<file path="src/rtl/phy_config_sequencer.sv">
// PHY configuration sequencer: latches link settings on START, writes the
// control, test-mode and two clock-skew registers over a req/ack register
// port, then periodically reads the status register to report link state.
module phy_config_sequencer #(
  parameter int                ADDR_W      = 9,
  parameter int                DATA_W      = 16,
  parameter logic [ADDR_W-1:0] CTRL_ADDR   = 9'h000,
  parameter logic [ADDR_W-1:0] TEST_ADDR   = 9'h009,
  parameter logic [ADDR_W-1:0] SKEW1_ADDR  = 9'h104,
  parameter logic [ADDR_W-1:0] SKEW2_ADDR  = 9'h105,
  parameter logic [ADDR_W-1:0] STATUS_ADDR = 9'h001,
  parameter int                LINK_BIT    = 2,
  parameter int                POLL_CYCLES = 1000000,
  parameter int                ACK_TIMEOUT = 1024,
  parameter bit                AUTO_START  = 1'b1,
  parameter bit                POLL_EN     = 1'b1
) (
  input  logic              CLK,
  input  logic              RST,
  input  logic              START,
  input  logic [1:0]        SPEED,
  input  logic              DUPLEX,
  input  logic [1:0]        TEST_MODE,
  input  logic              POWER_DOWN,
  input  logic [15:0]       CLK_SKEW1,
  input  logic [15:0]       CLK_SKEW2,
  output logic              REG_REQ,
  output logic              REG_WE,
  output logic [ADDR_W-1:0] REG_ADDR,
  output logic [DATA_W-1:0] REG_WDATA,
  input  logic              REG_ACK,
  input  logic [DATA_W-1:0] REG_RDATA,
  output logic              BUSY,
  output logic              CFG_DONE,
  output logic              ERR,
  output logic [DATA_W-1:0] STATUS,
  output logic              STATUS_VALID,
  output logic              LINK_UP
);

  localparam int PW = $clog2(POLL_CYCLES + 1);
  localparam int TW = $clog2(ACK_TIMEOUT + 1);
  localparam logic [PW-1:0] POLL_LAST = PW'(POLL_CYCLES - 1);
  localparam logic [TW-1:0] TO_LAST   = TW'(ACK_TIMEOUT - 1);

  typedef enum logic [2:0] {
    IDLE, WR_CTRL, WR_TEST, WR_SKEW1, WR_SKEW2, FINISH, POLL_WAIT, RD_STATUS
  } state_t;

  state_t            state_q, state_d;
  logic              req_q, req_d, we_q, we_d;
  logic [ADDR_W-1:0] addr_q, addr_d;
  logic [DATA_W-1:0] wdata_q, wdata_d, status_q, status_d;
  logic              busy_q, busy_d, done_q, done_d, err_q, err_d;
  logic              sv_q, sv_d, link_q, link_d, auto_q, auto_d;
  logic [PW-1:0]     poll_cnt_q, poll_cnt_d;
  logic [TW-1:0]     to_cnt_q, to_cnt_d;
  logic [1:0]        tm_q, tm_d;
  logic [15:0]       sk1_q, sk1_d, sk2_q, sk2_d;
  logic              start_ok;

  function automatic logic [DATA_W-1:0] ctrl_word(input logic [1:0] spd,
                                                  input logic dup, input logic pd);
    logic [DATA_W-1:0] w;
    w     = '0;
    w[13] = spd[0];
    w[6]  = spd[1];
    w[8]  = dup;
    w[11] = pd;
    return w;
  endfunction

  function automatic logic [DATA_W-1:0] test_word(input logic [1:0] tm);
    logic [DATA_W-1:0] w;
    w        = '0;
    w[14:13] = tm;
    return w;
  endfunction

  // Next-state logic: launch, access handshake with timeout, polling timer
  always_comb begin
    state_d    = state_q;
    req_d      = req_q;
    we_d       = we_q;
    addr_d     = addr_q;
    wdata_d    = wdata_q;
    busy_d     = busy_q;
    done_d     = done_q;
    err_d      = err_q;
    status_d   = status_q;
    sv_d       = 1'b0;
    link_d     = link_q;
    poll_cnt_d = poll_cnt_q;
    to_cnt_d   = to_cnt_q;
    auto_d     = 1'b0;
    tm_d       = tm_q;
    sk1_d      = sk1_q;
    sk2_d      = sk2_q;
    start_ok   = (START || auto_q) && (state_q == IDLE || state_q == POLL_WAIT);

    if (start_ok) begin
      // START wins over a simultaneous poll expiry
      tm_d     = TEST_MODE;
      sk1_d    = CLK_SKEW1;
      sk2_d    = CLK_SKEW2;
      busy_d   = 1'b1;
      done_d   = 1'b0;
      err_d    = 1'b0;
      req_d    = 1'b0;
      we_d     = 1'b1;
      addr_d   = CTRL_ADDR;
      wdata_d  = ctrl_word(SPEED, DUPLEX, POWER_DOWN);
      state_d  = WR_CTRL;
    end else begin
      case (state_q)
        POLL_WAIT: begin
          if (poll_cnt_q == POLL_LAST) begin
            state_d    = RD_STATUS;
            we_d       = 1'b0;
            addr_d     = STATUS_ADDR;
            wdata_d    = '0;
            poll_cnt_d = '0;
          end else begin
            poll_cnt_d = poll_cnt_q + PW'(1);
          end
        end
        WR_CTRL, WR_TEST, WR_SKEW1, WR_SKEW2, RD_STATUS: begin
          if (!req_q) begin
            // first cycle in the state: raise the request with fields already stable
            req_d    = 1'b1;
            to_cnt_d = '0;
          end else if (REG_ACK) begin
            req_d = 1'b0;
            case (state_q)
              WR_CTRL: begin
                state_d = WR_TEST;
                addr_d  = TEST_ADDR;
                wdata_d = test_word(tm_q);
              end
              WR_TEST: begin
                state_d = WR_SKEW1;
                addr_d  = SKEW1_ADDR;
                wdata_d = DATA_W'(sk1_q);
              end
              WR_SKEW1: begin
                state_d = WR_SKEW2;
                addr_d  = SKEW2_ADDR;
                wdata_d = DATA_W'(sk2_q);
              end
              WR_SKEW2: state_d = FINISH;
              default: begin
                status_d   = REG_RDATA;
                link_d     = REG_RDATA[LINK_BIT];
                sv_d       = 1'b1;
                poll_cnt_d = '0;
                state_d    = POLL_WAIT;
              end
            endcase
          end else if (to_cnt_q == TO_LAST) begin
            req_d   = 1'b0;
            err_d   = 1'b1;
            busy_d  = 1'b0;
            state_d = IDLE;
          end else begin
            to_cnt_d = to_cnt_q + TW'(1);
          end
        end
        FINISH: begin
          done_d     = 1'b1;
          busy_d     = 1'b0;
          poll_cnt_d = '0;
          state_d    = POLL_EN ? POLL_WAIT : IDLE;
        end
        default: ;
      endcase
    end
  end

  // State and output registers; settings shadows carry no reset
  always_ff @(posedge CLK) begin
    if (RST) begin
      state_q    <= IDLE;
      req_q      <= 1'b0;
      we_q       <= 1'b0;
      addr_q     <= '0;
      wdata_q    <= '0;
      busy_q     <= 1'b0;
      done_q     <= 1'b0;
      err_q      <= 1'b0;
      status_q   <= '0;
      sv_q       <= 1'b0;
      link_q     <= 1'b0;
      poll_cnt_q <= '0;
      to_cnt_q   <= '0;
      auto_q     <= AUTO_START;
    end else begin
      state_q    <= state_d;
      req_q      <= req_d;
      we_q       <= we_d;
      addr_q     <= addr_d;
      wdata_q    <= wdata_d;
      busy_q     <= busy_d;
      done_q     <= done_d;
      err_q      <= err_d;
      status_q   <= status_d;
      sv_q       <= sv_d;
      link_q     <= link_d;
      poll_cnt_q <= poll_cnt_d;
      to_cnt_q   <= to_cnt_d;
      auto_q     <= auto_d;
    end
    tm_q  <= tm_d;
    sk1_q <= sk1_d;
    sk2_q <= sk2_d;
  end

  assign REG_REQ      = req_q;
  assign REG_WE       = we_q;
  assign REG_ADDR     = addr_q;
  assign REG_WDATA    = wdata_q;
  assign BUSY         = busy_q;
  assign CFG_DONE     = done_q;
  assign ERR          = err_q;
  assign STATUS       = status_q;
  assign STATUS_VALID = sv_q;
  assign LINK_UP      = link_q;

endmodule

</file>
<file path="config.mk">
export PLATFORM = sky130hd
export DESIGN_NAME = phy_config_sequencer
export DESIGN_NICKNAME = d
export VERILOG_FILES = /design/src/rtl/phy_config_sequencer.sv
export SDC_FILE = /design/constraint.sdc
export NUM_CORES = 1
export LEC_CHECK = 0
export ABC_AREA = 1
export BUFFER_PORTS_ARGS = -buffer_cell sky130_fd_sc_hd__buf_2
export CAP_MARGIN = 0
export CORE_UTILIZATION = 55
export DETAILED_ROUTE_END_ITERATION = 12
export PLACE_DENSITY = 0.8
export SETUP_SLACK_MARGIN = 0.3
export SYNTH_ARGS = -nofsm -noshare
export SYNTH_HDL_FRONTEND = slang
export SYNTH_SLANG_ARGS = --single-unit
</file>
<file path="constraint.sdc">
create_clock -name CLK -period 4.3 [get_ports CLK]
set_input_delay 0.43 -clock CLK [delete_from_list [all_inputs] [get_ports CLK]]
set_output_delay 0.43 -clock CLK [all_outputs]
set_load 0.005 [all_outputs]
</file>
; ---- Word level (Yosys, flattened, before mapping)
; Cells that the tools add are included.
[classes]
add_sub_neg = 2
n_eq_ne = 24
muxes = 39
bitwise = 5
n_reduce_logical = 25
[op_table]
columns = operator, count
row1 = 2-to-1 mux 20 bit, 4
row2 = one-hot mux 20 bit (3 select lines), 1
row3 = 2-to-1 mux 16 bit, 3
row4 = one-hot mux 16 bit (3 select lines), 1
row5 = 2-to-1 mux 11 bit, 3
row6 = one-hot mux 16 bit (2 select lines), 1
row7 = 2-to-1 mux 9 bit, 3
row8 = one-hot mux 9 bit (3 select lines), 1
row9 = "adder 20 x 1 -> 20 bit, second input constant", 1
row10 = "== test 20 bit, second input constant", 1
row11 = AND reduction 4 bit, 5
row12 = AND reduction 5 bit, 4
row13 = one-hot mux 9 bit (2 select lines), 1
row14 = "!= test 3 bit, second input constant", 5
row15 = 2-to-1 mux 14 bit, 1
row16 = 2-to-1 mux 1 bit, 13
row17 = "== test 3 bit, second input constant", 4
row18 = 2-to-1 mux 3 bit, 4
row19 = one-hot mux 3 bit (4 select lines), 1
row20 = "adder 11 x 1 -> 11 bit, second input constant", 1
row21 = "== test 11 x 10 -> 1 bit, second input constant", 1
row22 = "!= test 2 bit, second input constant", 5
row23 = OR reduction 5 bit, 2
row24 = one-hot mux 3 bit (3 select lines), 1
row25 = 17 further kinds, 28
[totals]
reg_bits = 117
in_bits = 58
output_inout_bits = 48
word_cells = 114

; ---- Longest topological paths before layout
[logic_depth]
ltp_word = 6
depth_mapped = 12

; ---- Worst setup path after synthesis
; OpenSTA, ideal clock, no wires.
[synth_path]
path_kind = register -> register
startpoint = register state_q[2]
endpoint = register wdata_q[5] (netlist: REG_WDATA[5])
setup_ns = 0.116
arrival_time_ns = 1.728
required_time_ns = 4.184
setup_slack_ns = 2.456
path_stages_with_launch = 10
period_less_slack_ns = 1.844
cell_sequence = dfxtp_1 buf_2 nand3_4 nand2_4 nand2_2 inv_2 nor2_1 buf_2 o21ai_0 nor2_1
[synth_via]
elab_chain_len = 5
elab_cells_between_ends = 21
classes_between = eq/ne (10) / mux (4) / reduce/logical (7)
[synth_lines]
columns = element, line
row1 = from (decl), 50  ; state_t state_q, state_d;
row2 = from (signal assigned), 197  ; state_q <= state_d;
row3 = == test 3 x 2 -> 1 bit or == test 3 x 1 -> 1 bit (tied branches), "115, 134"
row4 = one-hot mux 16 bit (3 select lines), 134  ; case (state_q)
row5 = 2-to-1 mux 16 bit, 132  ; end else if (REG_ACK) begin
row6 = 2-to-1 mux 16 bit, 128  ; if (!req_q) begin
row7 = one-hot mux 16 bit (2 select lines), 115  ; case (state_q)
row8 = to (signal assigned), 201  ; wdata_q <= wdata_d;
row9 = to (decl), 53  ; logic [DATA_W-1:0] wdata_q, wdata_d, status_q, status_d;
; Several ways; a longest one is shown, not always the timed one. The select of a mux whose other input is x is not followed.
; A chain may end at the register's enable or synchronous reset.

; ---- Worst setup path in the final report
[layout_path]
startpoint = register state_q[2]
endpoint = register wdata_q[3] (netlist: REG_WDATA[3])
; Same word-level chain as after synthesis.

==> summary.txt <==
Yosys
  – Synth top cells by count: nor2_1 (137), nand2_1 (126), dfxtp_1 (76)
  – Post-synth EDFFs: 34
  – Largest cells by area after synthesis: dfxtp_1 (30%), edfxtp_1 (20%), nor2_1 (10%)
  – Synth cell types: 42
  – Post-synth ARST share: 0
  – Ys flop type: dfxtp_1
  – Post-synth top area share: 0.2981
  – Area leader, netlist: dfxtp_1
  – Synth Instances: 636
  – Post-synthesis sequential element count: 110
  – Synthesized area: 5104 sq um
  – Mean Syn Cell Area: 8.025 sq um
  – Synth warn: 0
  – Register area share after synthesis: 0.4982
  – Most frequent cell after synthesis: nor2_1

Placement
  – I/O Buffers: 100
  – Gpl congestion: 0.9448
  – Detail Placement HPWL: 8001 um
  – Dpl cell area: 5593 sq um

Power and ir drop
  – Power, Total: 3.324 mW
  – PwrDens: 575.3 nW/um^2
  – Leak pwr: 2.546 nW
  – Peak VDD IR: 284.7 uV

GRT
  – Largest net degree at the start of global routing: 41
  – Grt ovf: 0
  – Initial antenna violation count: 0
  – First-pass GRT wire length: 18320 um
  – Total GRT Usage: 0.2381
  – Vias in the first global route: 3827

Drt
  – Initial DRC count: 264
  – WL/cell: 13.03 um
  – Drt first pass iters: 10
  – Routed vias/inst: 5.163
  – Routed WL: 10960 um
  – Antenna-violating nets left: 0
  – Via count: 4342
  – DRC: 11

Cells and area
  – Layout area overhead: 13.21%
  – Final nets: 788
  – Multi-input gate area: 2168 sq um
  – Antenna diodes: 0
  – Number of fill cells: 781
  – FF/Latch Area: 2542 sq um
  – Cell area after layout: 5778 sq um
  – Share of layout cells above drive strength 1: 0.2060

CTS
  – Skew-Pair Late Insertion Delay: 0.38 ns
  – Clock Path Buffers: 2
  – Hold buffers post-CTS: 0
  – Root Buffer: clkbuf_8
  – Cells resized by post-CTS repair: 0
  – Post-CTS setup buffers: 0
  – Clock Pin Slew Worst Setup and Hold Paths: 0.11 ns
  – Cts bufs inserted: 9
  – Clk sinks: 110
  – H-tree levels: 3
  – TritonCTS clock tree: done

Die
  – Die W: 98.33 um
  – Top Ports: 106
  – FP Rows: 34
  – Core ar.: 8848 sq um
  – Die ar.: 9669 sq um
  – Die height: 98.33 um
  – Initial core utilization: 0.5768

Status
  – Outcome: finished, violations left
  – Failing checks: design-rule violations

Critical path
  – Worst path required time: 4.62 ns
  – Critical path class: reg2reg
  – Worst Path Arrival: 3.23 ns
  – Worst Setup End Kind: register
  – Startpoint Class: register
  – Cell family with most CP delay: simple AND/OR/NAND/NOR gates
  – R2R Setup Slk: 1.39 ns
  – Crit-path max cell delay: 0.94 ns
  – CP bufs+invs: 2
  – Crit-path slowest cell: nor2_1
  – Worst-path maximum fanout: 40
  – Critical-path cell list: inv_1 -> nand2_4 -> nand2_4 -> nand2_2 -> inv_2 -> nor2_1 -> o21ai_0 -> nor2_1

STA
  – Slew @ Worst Pin: 1.097 ns
  – Tmin final: 2.912 ns
  – RSZ-0062 raised after global routing: no
  – WHS: 0.2159 ns
  – Final setup TNS: 0 ns
  – Skew final: 0.01893 ns
  – Final setup violation count: 0
  – Fin. Hold Viols: 0
  – Max Slew Vio Count: 0
  – Max Clk Rate: 0.3434 GHz
  – Relative slew slack: 0.2658
  – Crit share post-route: 0.6772

Hold path
  – Worst min path class: in2reg

Job
  – Max-cap violation count: 0
## area by class of cell
type / count / area share
Tap cell: 108 / 0.02339
Sequential cell: 110 / 0.4400
Multi-Input combinational cell: 442 / 0.3753
Clock buffer: 9 / 0.02144
Timing Repair Buffer: 100 / 0.08662
Inverter: 65 / 0.04266
Clock inverter: 7 / 0.01061
## through the flow
stage / utilization / cells / setup WS, ns
2_1_floorplan: - / 640 / 2.456
5_1_grt: 0.6530 / 841 / 1.055
4_1_cts: 0.6530 / 841 / 1.376
3_5_place_dp: 0.6321 / 825 / 1.397
6_report: 0.6530 / 841 / 1.388
3_3_place_gp: 0.6321 / 825 / 1.544
## per-layer routing
layer,track usage,wire (um),share of wire,vias to the layer above
li1,-,-,-,2238
met1,0.3155,4947,0.45,1953
met4,0.05052,110,0.010,0
met5,0,0,0,-
met2,0.3998,5233,0.48,139
met3,0.05440,667,0.061,12
## layout by cell type (no fill, tap or decap), types with 4 or more instances in the layout
| cell | n |
|---|---|
| nor2_1 | 137 |
| nand2_1 | 126 |
| buf_2 | 100 |
| dfxtp_1 | 76 |
| inv_1 | 55 |
| o21ai_0 | 38 |
| edfxtp_1 | 34 |
| nand3_1 | 31 |
| a21oi_1 | 16 |
| nand4_1 | 15 |
| nor3_1 | 12 |
| a22o_1 | 11 |
| clkbuf_8 | 9 |
| inv_2 | 7 |
| nor2_2 | 6 |
| nand3b_1 | 6 |
| conb_1 | 5 |
| nand2_4 | 4 |
| nand3_4 | 4 |
| nand2_2 | 4 |
| and2_1 | 4 |
## sequential cells by signal (all words and copies together) (netlist names), 2 cells and up
name and cells:
STATUS 16, to_cnt_q 11, sk1_q 16, state_q 3, poll_cnt_q 20, REG_WDATA 16
sk2_q 16, tm_q 2, REG_ADDR 3
## power breakdown
part	total, mW	internal, mW	switching, mW
Sequential	1.49	1.36	0.127
Combinational	1.24	0.383	0.856
Clock	0.594	0.223	0.370
## path summary, 6_finish.rpt
| path | startpoint | to | depth (start not counted) |
|---|---|---|---|
| max | state_q[2] | REG_WDATA[3] | 8 |
| min | CLK_SKEW2[10] | sk2_q[10] | 1 |
| max reg2reg | state_q[2] | REG_WDATA[3] | 8 |
| min reg2reg | to_cnt_q[10] | to_cnt_q[10] | 2 |
## kinds of logic (layout without fill, tap and decap cells)
logic type | after synthesis | in the layout | share of synthesized area
other | 1 | 5 | 0.0007348
flip-flops | 110 | 110 | 0.4982
buffers and inverters | 88 | 181 | 0.07992
AND/OR/NAND/NOR | 360 | 360 | 0.3292
adder cells (fa/ha/maj) | 2 | 2 | 0.004902
AO/OA/AOI/OAI | 74 | 74 | 0.08532
XOR/XNOR | 1 | 1 | 0.001716
## worst register-to-register path: cells and delay by family, from the launching register on
kind	cells	cell delay (ns)
compound gates	1	0.26
buf+inv	2	0.48
flops	1	0.63
simple gates	5	1.50
Note: power is estimated with default switching activity, not from simulation.
